`src/rtl/alu8_seq_ctrl_if.sv`:
```
// Command / ALU / response signal bundle for the ALU sequencing front-end.
// slave = the controller side, master = sequencer + ALU side.
interface alu8_seq_ctrl_if;
    logic       cmd_valid;
    logic       cmd_ready;
    logic [3:0] cmd_op;
    logic [7:0] cmd_a;
    logic [7:0] cmd_b;
    logic       cmd_wflags;

    logic [7:0] alu_a;
    logic [7:0] alu_b;
    logic [3:0] alu_op;
    logic [7:0] alu_res;
    logic       alu_cf;
    logic       alu_ovf;
    logic       alu_sf;
    logic       alu_zf;

    logic       rsp_valid;
    logic       rsp_ready;
    logic [7:0] rsp_res;
    logic [3:0] rsp_flags;
    logic [3:0] flags;
    logic       busy;

    modport slave (
        input  cmd_valid, cmd_op, cmd_a, cmd_b, cmd_wflags,
        input  alu_res, alu_cf, alu_ovf, alu_sf, alu_zf,
        input  rsp_ready,
        output cmd_ready, alu_a, alu_b, alu_op,
        output rsp_valid, rsp_res, rsp_flags, flags, busy
    );

    modport master (
        output cmd_valid, cmd_op, cmd_a, cmd_b, cmd_wflags,
        output alu_res, alu_cf, alu_ovf, alu_sf, alu_zf,
        output rsp_ready,
        input  cmd_ready, alu_a, alu_b, alu_op,
        input  rsp_valid, rsp_res, rsp_flags, flags, busy
    );
endinterface

```
`src/rtl/alu8_seq_ctrl.sv`:
```
// Sequential front-end for the 8-bit combinational ALU: one op in flight,
// registered operands, fixed settle delay, captured result/flags returned on
// a valid/ready response port. Owns the architectural {cf,ovf,sf,zf} register.
module alu8_seq_ctrl #(
    parameter int unsigned SETTLE_CYCLES = 1   // legal 1..15
) (
    input  logic          clk,
    input  logic          rst,
    alu8_seq_ctrl_if.slave bus
);
    typedef enum logic [1:0] {IDLE = 2'd0, SETTLE = 2'd1, RESP = 2'd2} state_t;

    localparam logic [3:0] CNT_INIT = 4'(SETTLE_CYCLES - 1);

    state_t     state;
    logic [3:0] cnt;
    logic       wflags_q;
    logic       accept;

    // A new command can land while the previous response is being consumed,
    // so RESP hands straight over to SETTLE without an IDLE bubble.
    assign bus.cmd_ready = (state == IDLE) || ((state == RESP) && bus.rsp_ready);
    assign accept        = bus.cmd_valid && bus.cmd_ready;
    assign bus.rsp_valid = (state == RESP);
    assign bus.busy      = (state != IDLE);

    // Sequencer FSM, operand/opcode registers, capture and flag register.
    always_ff @(posedge clk) begin
        if (rst) begin
            state         <= IDLE;
            cnt           <= '0;
            wflags_q      <= 1'b0;
            bus.alu_a     <= '0;
            bus.alu_b     <= '0;
            bus.alu_op    <= '0;
            bus.rsp_res   <= '0;
            bus.rsp_flags <= '0;
            bus.flags     <= '0;
        end else begin
            case (state)
                IDLE: ;
                SETTLE: begin
                    if (cnt != 4'd0) begin
                        cnt <= cnt - 4'd1;
                    end else begin
                        bus.rsp_res   <= bus.alu_res;
                        bus.rsp_flags <= {bus.alu_cf, bus.alu_ovf, bus.alu_sf, bus.alu_zf};
                        if (wflags_q)
                            bus.flags <= {bus.alu_cf, bus.alu_ovf, bus.alu_sf, bus.alu_zf};
                        state <= RESP;
                    end
                end
                RESP: begin
                    if (bus.rsp_ready)
                        state <= IDLE;
                end
                default: state <= IDLE;
            endcase
            // Accept overrides the RESP->IDLE move above for back-to-back ops.
            if (accept) begin
                bus.alu_a  <= bus.cmd_a;
                bus.alu_b  <= bus.cmd_b;
                bus.alu_op <= bus.cmd_op;
                wflags_q   <= bus.cmd_wflags;
                cnt        <= CNT_INIT;
                state      <= SETTLE;
            end
        end
    end
endmodule

```
`src/flat_wrapper.sv`:
```
// flat-port wrapper written by rule: the top's interface ports become plain ports
module alu8_seq_ctrl_flat 
#(
    parameter int unsigned SETTLE_CYCLES = 1                 
)
  (clk, rst, bus_cmd_valid, bus_cmd_op, bus_cmd_a, bus_cmd_b, bus_cmd_wflags, bus_alu_res, bus_alu_cf, bus_alu_ovf, bus_alu_sf, bus_alu_zf, bus_rsp_ready, bus_cmd_ready, bus_alu_a, bus_alu_b, bus_alu_op, bus_rsp_valid, bus_rsp_res, bus_rsp_flags, bus_flags, bus_busy);
  alu8_seq_ctrl_if bus_i ();
  input  logic clk;
  input  logic rst;
  input wire logic [$bits(bus_i.cmd_valid)-1:0] bus_cmd_valid;
  input wire logic [$bits(bus_i.cmd_op)-1:0] bus_cmd_op;
  input wire logic [$bits(bus_i.cmd_a)-1:0] bus_cmd_a;
  input wire logic [$bits(bus_i.cmd_b)-1:0] bus_cmd_b;
  input wire logic [$bits(bus_i.cmd_wflags)-1:0] bus_cmd_wflags;
  input wire logic [$bits(bus_i.alu_res)-1:0] bus_alu_res;
  input wire logic [$bits(bus_i.alu_cf)-1:0] bus_alu_cf;
  input wire logic [$bits(bus_i.alu_ovf)-1:0] bus_alu_ovf;
  input wire logic [$bits(bus_i.alu_sf)-1:0] bus_alu_sf;
  input wire logic [$bits(bus_i.alu_zf)-1:0] bus_alu_zf;
  input wire logic [$bits(bus_i.rsp_ready)-1:0] bus_rsp_ready;
  output wire logic [$bits(bus_i.cmd_ready)-1:0] bus_cmd_ready;
  output wire logic [$bits(bus_i.alu_a)-1:0] bus_alu_a;
  output wire logic [$bits(bus_i.alu_b)-1:0] bus_alu_b;
  output wire logic [$bits(bus_i.alu_op)-1:0] bus_alu_op;
  output wire logic [$bits(bus_i.rsp_valid)-1:0] bus_rsp_valid;
  output wire logic [$bits(bus_i.rsp_res)-1:0] bus_rsp_res;
  output wire logic [$bits(bus_i.rsp_flags)-1:0] bus_rsp_flags;
  output wire logic [$bits(bus_i.flags)-1:0] bus_flags;
  output wire logic [$bits(bus_i.busy)-1:0] bus_busy;
  assign bus_i.cmd_valid = bus_cmd_valid;
  assign bus_i.cmd_op = bus_cmd_op;
  assign bus_i.cmd_a = bus_cmd_a;
  assign bus_i.cmd_b = bus_cmd_b;
  assign bus_i.cmd_wflags = bus_cmd_wflags;
  assign bus_i.alu_res = bus_alu_res;
  assign bus_i.alu_cf = bus_alu_cf;
  assign bus_i.alu_ovf = bus_alu_ovf;
  assign bus_i.alu_sf = bus_alu_sf;
  assign bus_i.alu_zf = bus_alu_zf;
  assign bus_i.rsp_ready = bus_rsp_ready;
  assign bus_cmd_ready = bus_i.cmd_ready;
  assign bus_alu_a = bus_i.alu_a;
  assign bus_alu_b = bus_i.alu_b;
  assign bus_alu_op = bus_i.alu_op;
  assign bus_rsp_valid = bus_i.rsp_valid;
  assign bus_rsp_res = bus_i.rsp_res;
  assign bus_rsp_flags = bus_i.rsp_flags;
  assign bus_flags = bus_i.flags;
  assign bus_busy = bus_i.busy;
  alu8_seq_ctrl #(.SETTLE_CYCLES(SETTLE_CYCLES)) u_core (.clk(clk), .rst(rst), .bus(bus_i));
endmodule
```
`config.mk`:
```
export PLATFORM = sky130hd
export DESIGN_NAME = alu8_seq_ctrl_flat
export DESIGN_NICKNAME = d
export VERILOG_FILES = /design/src/rtl/alu8_seq_ctrl_if.sv /design/src/rtl/alu8_seq_ctrl.sv /design/src/flat_wrapper.sv
export SDC_FILE = /design/constraint.sdc
export NUM_CORES = 1
export LEC_CHECK = 0
export ABC_AREA = 1
export BUFFER_PORTS_ARGS = -buffer_cell sky130_fd_sc_hd__buf_4
export CAP_MARGIN = 15
export CORE_UTILIZATION = 40
export CTS_BUF_LIST = sky130_fd_sc_hd__clkbuf_8
export CTS_CLUSTER_SIZE = 16
export DETAILED_ROUTE_END_ITERATION = 16
export PLACE_DENSITY = 0.7
export SLEW_MARGIN = 10
export SYNTH_ARGS = -nofsm -noshare
export SYNTH_HDL_FRONTEND = slang
export SYNTH_SLANG_ARGS = --single-unit
```
`constraint.sdc`:
```
create_clock -name clk -period 1.38 [get_ports clk]
set_input_delay 0.207 -clock clk [delete_from_list [all_inputs] [get_ports clk]]
set_output_delay 0.207 -clock clk [all_outputs]
set_load 0.02 [all_outputs]
```
Word-level counts from Yosys, hierarchy flattened
Index checks and enable logic that the tools add are counted.
{"block": "op_classes", "reduce_logical": 12, "bitwise_logic": 2, "eq_ne": 7, "muxes": 4, "addsub": 1}
{"op": "$reduce_and 3->1", "count": 3}
{"op": "$ne 3x2->1 const B", "count": 2}
{"op": "$pmux 2 s3", "count": 1}
{"op": "$mux 2", "count": 2}
{"op": "$ne 2x2->1 const B", "count": 2}
{"op": "$reduce_and 2->1", "count": 2}
{"op": "$reduce_bool 4->1", "count": 1}
{"op": "$sub 4x1->4 const B", "count": 1}
{"op": "$eq 2x1->1 const B", "count": 1}
{"op": "$eq 2x2->1 const B", "count": 1}
{"op": "$logic_and 1x1->1", "count": 2}
{"op": "$logic_not 2->1", "count": 1}
{"op": "$ne 2x1->1 const B", "count": 1}
{"op": "$not 1->1", "count": 2}
{"op": "$reduce_bool 2->1", "count": 1}
{"op": "$reduce_or 2->1", "count": 1}
{"op": "$logic_or 1x1->1", "count": 1}
{"op": "$mux 1", "count": 1}
{"block": "word_totals", "elab_cells": 36, "ff_bits": 43, "output_inout_bits": 39, "inputBits": 37}

Longest topological paths before layout
Gate-level depths: netlist of run 1.
{"block": "logic_depth", "word_depth": 6, "depth_mapped": 8, "mapped_depth_nobuf": 8}

Worst setup path before layout of run 1
No wires, ideal clock.
{"block": "synth_path", "path_kind": "register to register", "startpoint": "register u_core.cnt[0]", "endpoint": "register u_core.bus.rsp_flags[3]", "path_stages_with_launch": 9, "t_arrival_ns": 1.134, "required_time_ns": 1.264, "path_slack_ns": 0.130, "setup_ns": 0.116, "synth_period_minus_slack_ns": 1.250, "cell_sequence": "dfxtp_1 > inv_1 > ha_1 > nand2_2 > nor2_8 > inv_2 > buf_2 > nor2_1 > nor2_1"}
{"block": "synth_between", "elab_chain_len": 3}
{"item": "start, declared", "line": "alu8_seq_ctrl.sv:16", "rtl": "logic [3:0] cnt;"}
{"item": "start signal, assigned", "line": "alu8_seq_ctrl.sv:44", "rtl": "cnt <= cnt - 4'd1;"}
{"item": "$reduce_bool 4->1", "line": "alu8_seq_ctrl.sv:43", "rtl": "if (cnt != 4'd0) begin"}
{"item": "$not 1->1 (no source line)"}
{"item": "$reduce_and 2->1 (no source line)"}
{"item": "end signal, assigned", "line": "alu8_seq_ctrl.sv:47", "rtl": "bus.rsp_flags <= {bus.alu_cf, bus.alu_ovf, bus.alu_sf, bus.alu_zf};"}
{"item": "end, declared", "line": "alu8_seq_ctrl_if.sv:32", "rtl": "output rsp_valid, rsp_res, rsp_flags, flags, busy"}
Every way passes these cells.
A chain may end at the register's enable or synchronous reset.

Worst setup path after layout of run 1
{"block": "layout_path", "startpoint": "register u_core.state[0]", "endpoint": "output bus_cmd_ready"}
{"block": "layout_between", "elab_chain_len": 3, "elab_cells_between_ends": 4, "classes_between": "1 x eq/ne; 3 x reduce/logical"}
{"item": "start, declared", "line": "alu8_seq_ctrl.sv:15", "rtl": "state_t state;"}
{"item": "start signal, assigned", "line": "alu8_seq_ctrl.sv:30", "rtl": "state <= IDLE;"}
{"item": "start signal, assigned", "line": "alu8_seq_ctrl.sv:50", "rtl": "state <= RESP;"}
{"item": "start signal, assigned", "line": "alu8_seq_ctrl.sv:55", "rtl": "state <= IDLE;"}
{"item": "$eq 2x2->1", "line": "alu8_seq_ctrl.sv:22", "rtl": "assign bus.cmd_ready = (state == IDLE) || ((state == RESP) && bus.rsp_ready);"}
{"item": "$logic_and 1x1->1", "line": "alu8_seq_ctrl.sv:22"}
{"item": "$logic_or 1x1->1 (*)", "line": "alu8_seq_ctrl.sv:22"}
{"item": "end, declared", "line": "flat_wrapper.sv:21", "rtl": "output wire logic [$bits(bus_i.cmd_ready)-1:0] bus_cmd_ready;"}
Mark *: on every way between the ends. The rest lies on a longest branch, timed or not.

==> results of run 1 <==
[synthesized netlist by cell type]
cell      count
o21ai_0       3
a21oi_1      27
nor2_8        1
clkbuf_1      5
ha_1          1
nand3_1      26
nor2_1       32
inv_1        22
inv_2         1
buf_4         1
dfxtp_1      43
nand2_2       2
o21ai_1       9
buf_2         5
a21oi_2       1
xor2_1        1
nand2_1      45
[cell type report]
| cell class | count | area share [%] |
|---|---|---|
| Clock buffer | 7 | 3.89 |
| Clock inverter | 1 | 0.152 |
| Inverter | 23 | 3.59 |
| Multi-Input combinational cell | 148 | 27.9 |
| Sequential cell | 43 | 34.7 |
| Tap cell | 50 | 2.53 |
| Timing Repair Buffer | 89 | 27.2 |
[state kept, by name (all words and copies together) (netlist names)]
signal                cells
u_core.bus.alu_a          8
u_core.bus.alu_b          8
u_core.bus.rsp_res        8
u_core.bus.alu_op         4
u_core.bus.flags          4
u_core.bus.rsp_flags      4
u_core.cnt                4
u_core.state              2
u_core.wflags_q           1
[stage by stage]
| stage | instance area (um^2) | utilization (%) | hold WS [ns] |
|---|---|---|---|
| 6_report | 2480 | 61.9 | 0.145 |
| 5_1_grt | 2480 | 61.9 | 0.150 |
| 4_1_cts | 2430 | 60.7 | 0.141 |
| 3_5_place_dp | 2300 | 57.6 | 0.443 |
| 3_3_place_gp | 2300 | 57.6 | 0.432 |
| 2_1_floorplan | 1680 | - | 0.276 |
[worst register-to-register path: stages (launching register included)]
cell     delay [ns]
dfxtp_1        0.32
inv_2          0.07
ha_2           0.19
nand2_2        0.11
nor2_8         0.20
buf_4          0.15
nand3_1        0.06
nand2_1        0.08
nor2_1         0.04
[what timing repair did]
| action | in CTS | in global routing |
|---|---|---|
| setup endpoints to repair | 1 | 34 |
| endpoints found under the hold margin | 0 | 0 |
| pin swaps | 0 | 1 |
| cloned | 1 | 0 |
| setup buffers | 2 | 4 |
| gates resized for setup | 1 | 7 |
[worst paths after layout]
| kind | to | slack, ns | cells past startpoint |
|---|---|---|---|
| hold reg to reg | u_core.bus.alu_a[2] | 0.46 | 2 |
| hold / removal | u_core.bus.rsp_res[6] | 0.14 | 3 |
| setup / recovery | bus_cmd_ready | 0.07 | 3 |
| setup reg to reg | u_core.bus.flags[2] | 0.07 | 8 |
[report_power, final]
| group | switching [W] | internal [W] | total [W] |
|---|---|---|---|
| logic | 0.000275 | 0.000246 | 0.000521 |
| clock network | 0.000392 | 0.000449 | 0.000841 |
| registers | 0.0000435 | 0.00131 | 0.00136 |
[cells by family (layout without fill, tap and decap cells)]
family,count (synthesis),count (layout)
flip-flops,43,43
AO/OA/AOI/OAI,40,40
AND/OR/NAND/NOR,106,106
XOR/XNOR,1,1
buffers and inverters,34,120
adder cells (fa/ha/maj),1,1
[cell usage in the layout (no fill, tap or decap)]
cell      synthesis  layout
a21oi_1          27      27
a21oi_4           0       1
buf_2             5       1
buf_4             1      86
buf_6             0       2
clkbuf_8          0       7
dfxtp_1          43      43
ha_2              0       1
inv_1            22      22
inv_2             1       1
inv_4             0       1
nand2_1          45      43
nand2_2           2       4
nand3_1          26      26
nor2_1           32      32
nor2_8            1       1
o21ai_0           3       3
o21ai_1           9       9
xor2_1            1       1
[routing by layer]
metal,track usage (%),part of all wire (%),vias up
met5,0,0,-
met2,29.7,50,50
met4,6.65,0.96,0
met3,5.48,6.0,4
li1,-,-,881
met1,23.9,43,766
==> key figures, run 1 <==
Outcome
  – Status: finished clean

Critical path
  – Worst r2r src: u_core.cnt[0]
  – Family with the most delay on the worst path: flip-flops
  – CP Capture Type: output pin
  – CP arrival: 1.11 ns
  – WP data required: 1.17 ns
  – CP startpoint kind: register
  – Worst stage delay on the critical path: 0.37 ns
  – Critical Path Slowest Stage Cell: dfxtp_1
  – Worst setup path startpoint: u_core.state[0]
  – CP max FO: 4
  – Crit Path Category: register to output pin
  – Buf/Inv on CP: 2
  – Cell Chain, Critical Path: a21oi_4 -> buf_6 -> buf_4

Finish
  – N_diodes: 0
  – Area Growth Syn to Fin: 47.9%
  – Multi-input gate area: 692 um^2
  – Final net count: 348
  – Seq. cell area: 861 um^2
  – Layout filler cell count: 365
  – Cell Count, Final, Fillers Out: 361
  – Layout cells sized above 1: 33.8%

Yosys
  – Synth warn: 0
  – Main combinational cell family by area after synthesis: simple AND/OR/NAND/NOR gates
  – Post-synthesis adder-cell area fraction: 0.747%
  – Post-synth top area share: 51.4%
  – Sequential area share after synthesis: 51.4%
  – Synth Cell Area: 0.00168 mm^2
  – XOR/XNOR Fraction of Synth Area: 0.523%
  – Synth Instances: 225
  – Multiplexer share of the synthesized area: 0%
  – Dominant cells by area after synthesis: dfxtp_1 (51%), nand2_1 (10%), a21oi_1 (8.1%)
  – Area leader, netlist: dfxtp_1
  – Syn_area_per_cell: 7.45 um^2
  – Post-synthesis simple-gate area fraction: 27.0%
  – Count of unique library cells instantiated by Yosys: 17
  – Compound-Gate Fraction of Synth Area: 12.2%
  – Syn_nets: 263
  – Flops & latches, synth: 43

GRT
  – First-pass GRT wire length: 6330 um
  – Largest net degree at the start of global routing: 23
  – GRT Resource Usage Total: 18.7%
  – Number of global-route vias before repair: 1465
  – Initial antenna violation count: 0
  – GR Overflow Total: 0

STA
  – Post-route setup slack: 0.0669 ns
  – Slew Viols, Final: 0
  – RSZ-0062 raised after global routing: true
  – Final period util: 95.2%
  – Final Hold Violating Endpoints: 0
  – Max Clock Freq: 762 MHz
  – Worst Tran Pin Value: 0.236 ns
  – Crit path time final: 1.31 ns
  – Final setup fails: 0
  – Worst Clk Skew: 0.00562 ns
  – Post-route setup TNS: 0 ns
  – Slew HR: 84.3%

CTS
  – CTS Root Cell: clkbuf_8
  – # hold bufs at CTS: 0
  – CTS tree: done
  – Clk_lat worst skew: 0.28 ns
  – Sinks on the clock net: 43
  – Clk pin slew, worst setup/hold paths: 0.08 ns
  – H-tree Lvls: 2
  – CTS Buf Count: 5
  – CTS Buffer Depth: 2

Run
  – Max-Cap Viols: 0

Floorplan
  – Total core area: 0.00400 mm^2
  – Number of core rows: 23
  – Die W: 66.7 um
  – Initial core utilization: 41.9%
  – Die area: 0.00445 mm^2
  – Die height: 66.7 um
  – Num ports: 76

Placement
  – Routability congestion estimate from global placement: 0.771
  – Detailed Place HPWL: 2860 um
  – Setup WS pre-CTS: 0.0652 ns
  – Inst Count DP: 346
  – I/O Buffers: 75

Power
  – Pwr Density: 1100 mW/mm^2
  – Worst IR Drop VDD: 0.583 mV
  – Lkg Pwr: 1.20 nW
  – Total Power: 0.00272 W

Worst hold path
  – HP Class: input port to register
  – HP Start: bus_alu_res[6]

Drt
  – 1st-iter DRT viols: 70
  – Via count: 1701
  – DRT Pass-1 Iters: 4
  – DRT Wirelength: 4160 um
  – Post-DR wirelength/cell: 11.5 um
  – Drc violations: 0
  – Vias per cell: 4.71
  – DRT antenna net count: 0
(Power assumes the default switching activity.)
==> run 2: changes to the inputs <==
--- a/config.mk
+++ b/config.mk
@@ -10,7 +10,7 @@
 export CAP_MARGIN = 15
 export CORE_UTILIZATION = 40
 export CTS_BUF_LIST = sky130_fd_sc_hd__clkbuf_8
-export CTS_CLUSTER_SIZE = 16
+export CTS_CLUSTER_SIZE = 40
 export DETAILED_ROUTE_END_ITERATION = 16
 export PLACE_DENSITY = 0.7
 export SLEW_MARGIN = 10
==> constraint.sdc (replaced) <==
create_clock -name clk -period 1.35 [get_ports clk]
set_input_delay 0.2025 -clock clk [delete_from_list [all_inputs] [get_ports clk]]
set_output_delay 0.2025 -clock clk [all_outputs]
set_load 0.02 [all_outputs]
==> run 2 against run 1 <==
Clock skew barely moved. Largest cell class unchanged. Register-to-register slack better by 0.02 ns. Worst setup slack improved by 0.0041 ns. Critical endpoint unchanged. Hold slack about the same. Global-route usage down 1.1 points.
==> key figures, run 2 (synthesis gave the netlist of run 1 again) <==
Critical path
  – Worst stage delay on the critical path: 0.32 ns
  – Critical Path Slowest Stage Cell: dfxtp_1
  – WP data required: 1.15 ns
  – CP startpoint kind: register
  – Reg2Reg Setup Slack: 0.09 ns
  – Buf/Inv on CP: 2
  – CP max FO: 3
  – CP arrival: 1.08 ns
  – Family with the most delay on the worst path: flip-flops
  – CP Capture Type: output pin
  – Crit-path most repeated cell: buf_4
  – Crit Path Category: register to output pin
  – Cell Chain, Critical Path: a21oi_2 -> buf_4 -> buf_4

Placement
  – Detailed Place HPWL: 2860 um
  – Routability congestion estimate from global placement: 0.741
  – I/O Buffers: 75

GRT
  – Met2 GRT Util: 26.5%
  – Global-route met1 utilization: 24.1%
  – GR Overflow Total: 0
  – Largest net degree at the start of global routing: 23
  – Initial antenna violation count: 0
  – Number of global-route vias before repair: 1359
  – Met3 usage: 4.62%
  – Most Crowded Layer GR: met2
  – First-pass GRT wire length: 6020 um
  – GRT Resource Usage Total: 17.7%

Worst hold path
  – HP Class: input port to register

Drt
  – 1st-iter DRT viols: 147
  – Vias per cell: 4.64
  – DRT Wirelength: 4130 um
  – DRT Pass-1 Iters: 4
  – DRT antenna net count: 0
  – Drc violations: 0
  – Post-DR wirelength/cell: 11.4 um
  – Via count: 1676

Power
  – Comb pwr share: 19.0%
  – Internal cell power: 0.00205 W
  – Clock network power share: 31.0%
  – Pwr Density: 1120 mW/mm^2
  – Switching Power: 0.000720 W
  – Lkg Pwr: 1.20 nW
  – Net switching share of the total power: 26.0%
  – Flop pwr share: 50.0%
  – Worst IR Drop VDD: 0.746 mV

STA
  – Slew Viols, Final: 0
  – Final setup fails: 0
  – Final Hold Violating Endpoints: 0
  – Max Clock Freq: 782 MHz
  – RSZ-0062 raised after global routing: false
  – Slew HR: 81.1%
  – Post-route setup TNS: 0 ns
  – Hold slack: 0.145 ns
  – Crit path time final: 1.28 ns
  – Worst Tran Pin Value: 0.283 ns
  – Final period util: 94.7%
  – Worst Clk Skew: 0.00595 ns

Floorplan
  – Initial core utilization: 41.9%
  – Die height: 66.7 um
  – Number of core rows: 23
  – Die W: 66.7 um
  – Die area: 0.00445 mm^2
  – Num ports: 76
  – Total core area: 0.00400 mm^2

CTS
  – CTS Buf Count: 5
  – Clk_lat worst skew: 0.28 ns
  – H-tree Lvls: 2
  – Sinks on the clock net: 43
  – CTS Buffer Depth: 2
  – Clk pin slew, worst setup/hold paths: 0.07 ns
  – CTS Root Cell: clkbuf_8
  – CTS tree: done

Outcome
  – Status: finished clean

Finish
  – Area Growth Syn to Fin: 47.9%
  – Commonest non-fill, non-tap cell in the layout: buf_4
  – Regs by FF count: u_core.bus.alu_a: 8 flops, u_core.bus.alu_b: 8 flops, u_core.bus.rsp_res: 8 flops
  – Layout cells sized above 1: 33.4%
  – Commonest cells after routing, fill and taps aside: buf_4 (88), nand2_1 (44), dfxtp_1 (43), nor2_1 (32), a21oi_1 (27)
  – N_diodes: 0
  – Final net count: 348

Run
  – Max-Cap Viols: 0
-- run 2: cell types whose count changed in the layout (fill, tap and decap cells not counted), sizes merged --
cell	before	now
buf	89	88
nor2	33	34
-- run 2: worst min-delay path, stage by stage --
cell    delay [ns]
buf_4         0.08
nor2_1        0.03
nor2_1        0.08
-- run 2: area by class of cell --
class,count,area [um^2]
clock buffer,7,96.3
multi-input combinational,149,708
tap,50,62.6
inverter,23,86.3
fill,371,1520
timing repair buffer,88,661
clock inverter,1,3.75
sequential,43,861
-- run 2: final timing paths --
check	endpoint	start	cells after the start
max	bus_cmd_ready	u_core.state[1]	3
min	u_core.bus.rsp_res[2]	bus_alu_res[2]	3
max reg2reg	u_core.bus.flags[0]	u_core.cnt[1]	8
min reg2reg	u_core.bus.alu_a[4]	u_core.bus.alu_a[4]	2
-- run 2: power by group through the flow --
stage | registers [W] | clock network, W | logic (W)
floorplan | 0.00149 | 0 | 0.000178
global placement | 0.00141 | 0 | 0.000508
detailed placement | 0.00141 | 0 | 0.000512
CTS | 0.00138 | 0.000885 | 0.000513
global route | 0.00139 | 0.000946 | 0.000571
finish | 0.00138 | 0.000858 | 0.000525
-- run 2: per-stage QoR --
stage	instances	util, %	setup WS, ns	cell area, um^2	power [W]
after global routing	361	62.0	0.00292	2480	0.00291
final	361	62.0	0.0710	2480	0.00277
after CTS	356	60.4	0.0320	2420	0.00278
after floorplan	225	-	0.0997	1680	0.00167
after detailed placement	348	57.9	0.0546	2320	0.00192
after global placement	348	57.9	0.0301	2320	0.00192
-- run 2: per-layer routing --
metal  share of wire, %  up-vias
li1                   -      883
met1                 46      746
met2                 49       43
met3                5.0        4
met4               0.95        0
met5                  0        -
-- run 2: repair_timing --
action / CTS / global route
hold endpoints to repair: 0 / 0
setup endpoints to repair: 0 / 22
hold buffers: 0 / 0
resized for setup: 0 / 5
setup buffers: 0 / 4
==> run 3: changes to the inputs <==
--- a/config.mk
+++ b/config.mk
@@ -8,11 +8,12 @@
 export ABC_AREA = 1
 export BUFFER_PORTS_ARGS = -buffer_cell sky130_fd_sc_hd__buf_4
 export CAP_MARGIN = 15
-export CORE_UTILIZATION = 40
+export CORE_ASPECT_RATIO = 0.8
+export CORE_UTILIZATION = 48
 export CTS_BUF_LIST = sky130_fd_sc_hd__clkbuf_8
 export CTS_CLUSTER_SIZE = 40
 export DETAILED_ROUTE_END_ITERATION = 16
-export PLACE_DENSITY = 0.7
+export PLACE_DENSITY = 0.81
 export SLEW_MARGIN = 10
 export SYNTH_ARGS = -nofsm -noshare
 export SYNTH_HDL_FRONTEND = slang
==> run 3 against run 2 <==
Hold slack worse by 0.013 ns. Combinational power up 3%. Fmax down 2.7%. Final cell count down 1.9%. First-iteration DRC count down 32%. Critical path type unchanged. Largest power group unchanged.
==> key figures, run 3 (synthesis gave the netlist of run 1 again) <==
Floorplan
  – Total core area: 0.00320 mm^2
  – Die area: 0.00373 mm^2
  – Num ports: 76
  – Die height: 54.8 um
  – Die W: 68.1 um
  – Number of core rows: 18
  – Initial core utilization: 52.4%

STA
  – Final period util: 97.4%
  – Worst Clk Skew: 0.00347 ns
  – Hold slack: 0.132 ns
  – Final setup fails: 0
  – Post-route setup TNS: 0 ns
  – Final Hold Violating Endpoints: 0
  – Slew Viols, Final: 0
  – Crit path time final: 1.31 ns
  – Worst Tran Pin Value: 0.253 ns
  – Max Clock Freq: 761 MHz
  – Slew HR: 83.1%

GRT
  – GR Overflow Total: 0
  – GRT Resource Usage Total: 22.2%
  – Initial antenna violation count: 0
  – Largest net degree at the start of global routing: 23
  – First-pass GRT wire length: 6110 um
  – Number of global-route vias before repair: 1397

Critical path
  – CP startpoint kind: register
  – Reg2reg path depth: 7
  – Family with the most delay on the worst path: flip-flops
  – WP data required: 1.15 ns
  – CP arrival: 1.11 ns
  – Worst stage delay on the critical path: 0.36 ns
  – Buf/Inv on CP: 2
  – Cell Chain, Critical Path: a21oi_2 -> buf_6 -> buf_4
  – Cell depth of the worst setup path: 3
  – Worst r2r src: u_core.cnt[0]
  – Critical Path Slowest Stage Cell: dfxtp_1
  – CP max FO: 6
  – Crit Path Category: register to output pin
  – Worst setup path startpoint: u_core.state[0]
  – CP Capture Type: output pin

Drt
  – Post-DR wirelength/cell: 12.4 um
  – Via count: 1762
  – 1st-iter DRT viols: 100
  – Drc violations: 0
  – Vias per cell: 4.98
  – DRT Wirelength: 4380 um
  – DRT antenna net count: 0
  – DRT Pass-1 Iters: 4

CTS
  – # hold bufs at CTS: 0
  – H-tree Lvls: 2
  – CTS tree: done
  – CTS Buf Count: 5
  – Clk_lat worst skew: 0.29 ns
  – CTS Buffer Depth: 2
  – Sinks on the clock net: 43
  – CTS Root Cell: clkbuf_8
  – Clk pin slew, worst setup/hold paths: 0.07 ns

Finish
  – N_diodes: 0
  – Final net count: 352
  – Regs by FF count: u_core.bus.alu_a: 8 flops, u_core.bus.alu_b: 8 flops, u_core.bus.rsp_res: 8 flops
  – Commonest non-fill, non-tap cell in the layout: buf_4
  – Area Growth Syn to Fin: 48.9%
  – Layout cells sized above 1: 34.4%
  – Cell Count, Final, Fillers Out: 354
  – Commonest cells after routing, fill and taps aside: buf_4 (90), dfxtp_1 (43), nand2_1 (42), nor2_1 (32), a21oi_1 (27)

Placement
  – Inst Count DP: 337
  – Routability congestion estimate from global placement: 0.774
  – Detailed Place HPWL: 2900 um
  – I/O Buffers: 75

Power
  – Total Power: 0.00288 W
  – Worst IR Drop VDD: 0.893 mV
  – Pwr Density: 1150 mW/mm^2
  – Lkg Pwr: 1.21 nW

Outcome
  – Status: finished clean

Worst hold path
  – Hold Path Stages: 3
  – HP Start: bus_alu_res[5]
  – HP Class: input port to register

Run
  – Max-Cap Viols: 0
run 3: changes by cell type in the layout (fill, tap and decap cells not counted), moves of 2 or more:
cell / change
clkbuf_8: -2
nand2_1: -2
buf_4: +2
nand2_2: +2
run 3: what timing repair did:
action,CTS,global route
pin swaps,0,1
setup buffers,1,7
gates resized for setup,1,5
endpoints found under the hold margin,0,0
setup endpoints to repair,1,34
cloned,1,1
run 3: area by class of cell:
class,instances,area (um^2)
Multi-Input combinational cell,149,703
Tap cell,40,50.0
Sequential cell,43,861
Clock inverter,2,33.8
Inverter,23,86.3
Clock buffer,5,68.8
Timing Repair Buffer,92,692
Fill cell,255,703
run 3: path summary, 6_finish.rpt:
kind / end / slack [ns]
worst max-delay path: bus_cmd_ready / 0.04
worst min-delay path: u_core.bus.rsp_res[5] / 0.13
worst max register to register: u_core.bus.rsp_flags[3] / 0.07
worst min register to register: u_core.bus.alu_b[3] / 0.46
run 3: power breakdown:
| part | internal [W] | switching (W) | leakage [nW] |
|---|---|---|---|
| clock | 0.000534 | 0.000417 | 0.0554 |
| combinational | 0.000255 | 0.000288 | 0.805 |
| sequential | 0.00134 | 0.0000436 | 0.352 |
| total | 0.00213 | 0.000749 | 1.21 |
run 3: per-layer routing:
metal / routed length (um) / track usage, % / up-vias
li1: - / - / 894
met1: 1980 / 29.8 / 804
met2: 2070 / 34.5 / 62
met3: 303 / 7.71 / 2
met4: 27 / 4.17 / 0
met5: 0 / 0 / -
run 3: per-stage QoR:
step	setup slack, ns	instance area [um^2]	util (%)
3_3_place_gp	0.107	2300	71.8
6_report	0.0357	2490	78.0
4_1_cts	0.0198	2420	75.5
5_1_grt	-0.0190	2490	78.0
2_1_floorplan	0.0997	1680	-
3_5_place_dp	0.0377	2300	71.8
run 3: tightest hold or removal path: stages:
cell	delay, ns
buf_4	0.07
nor2_1	0.03
nor2_1	0.08
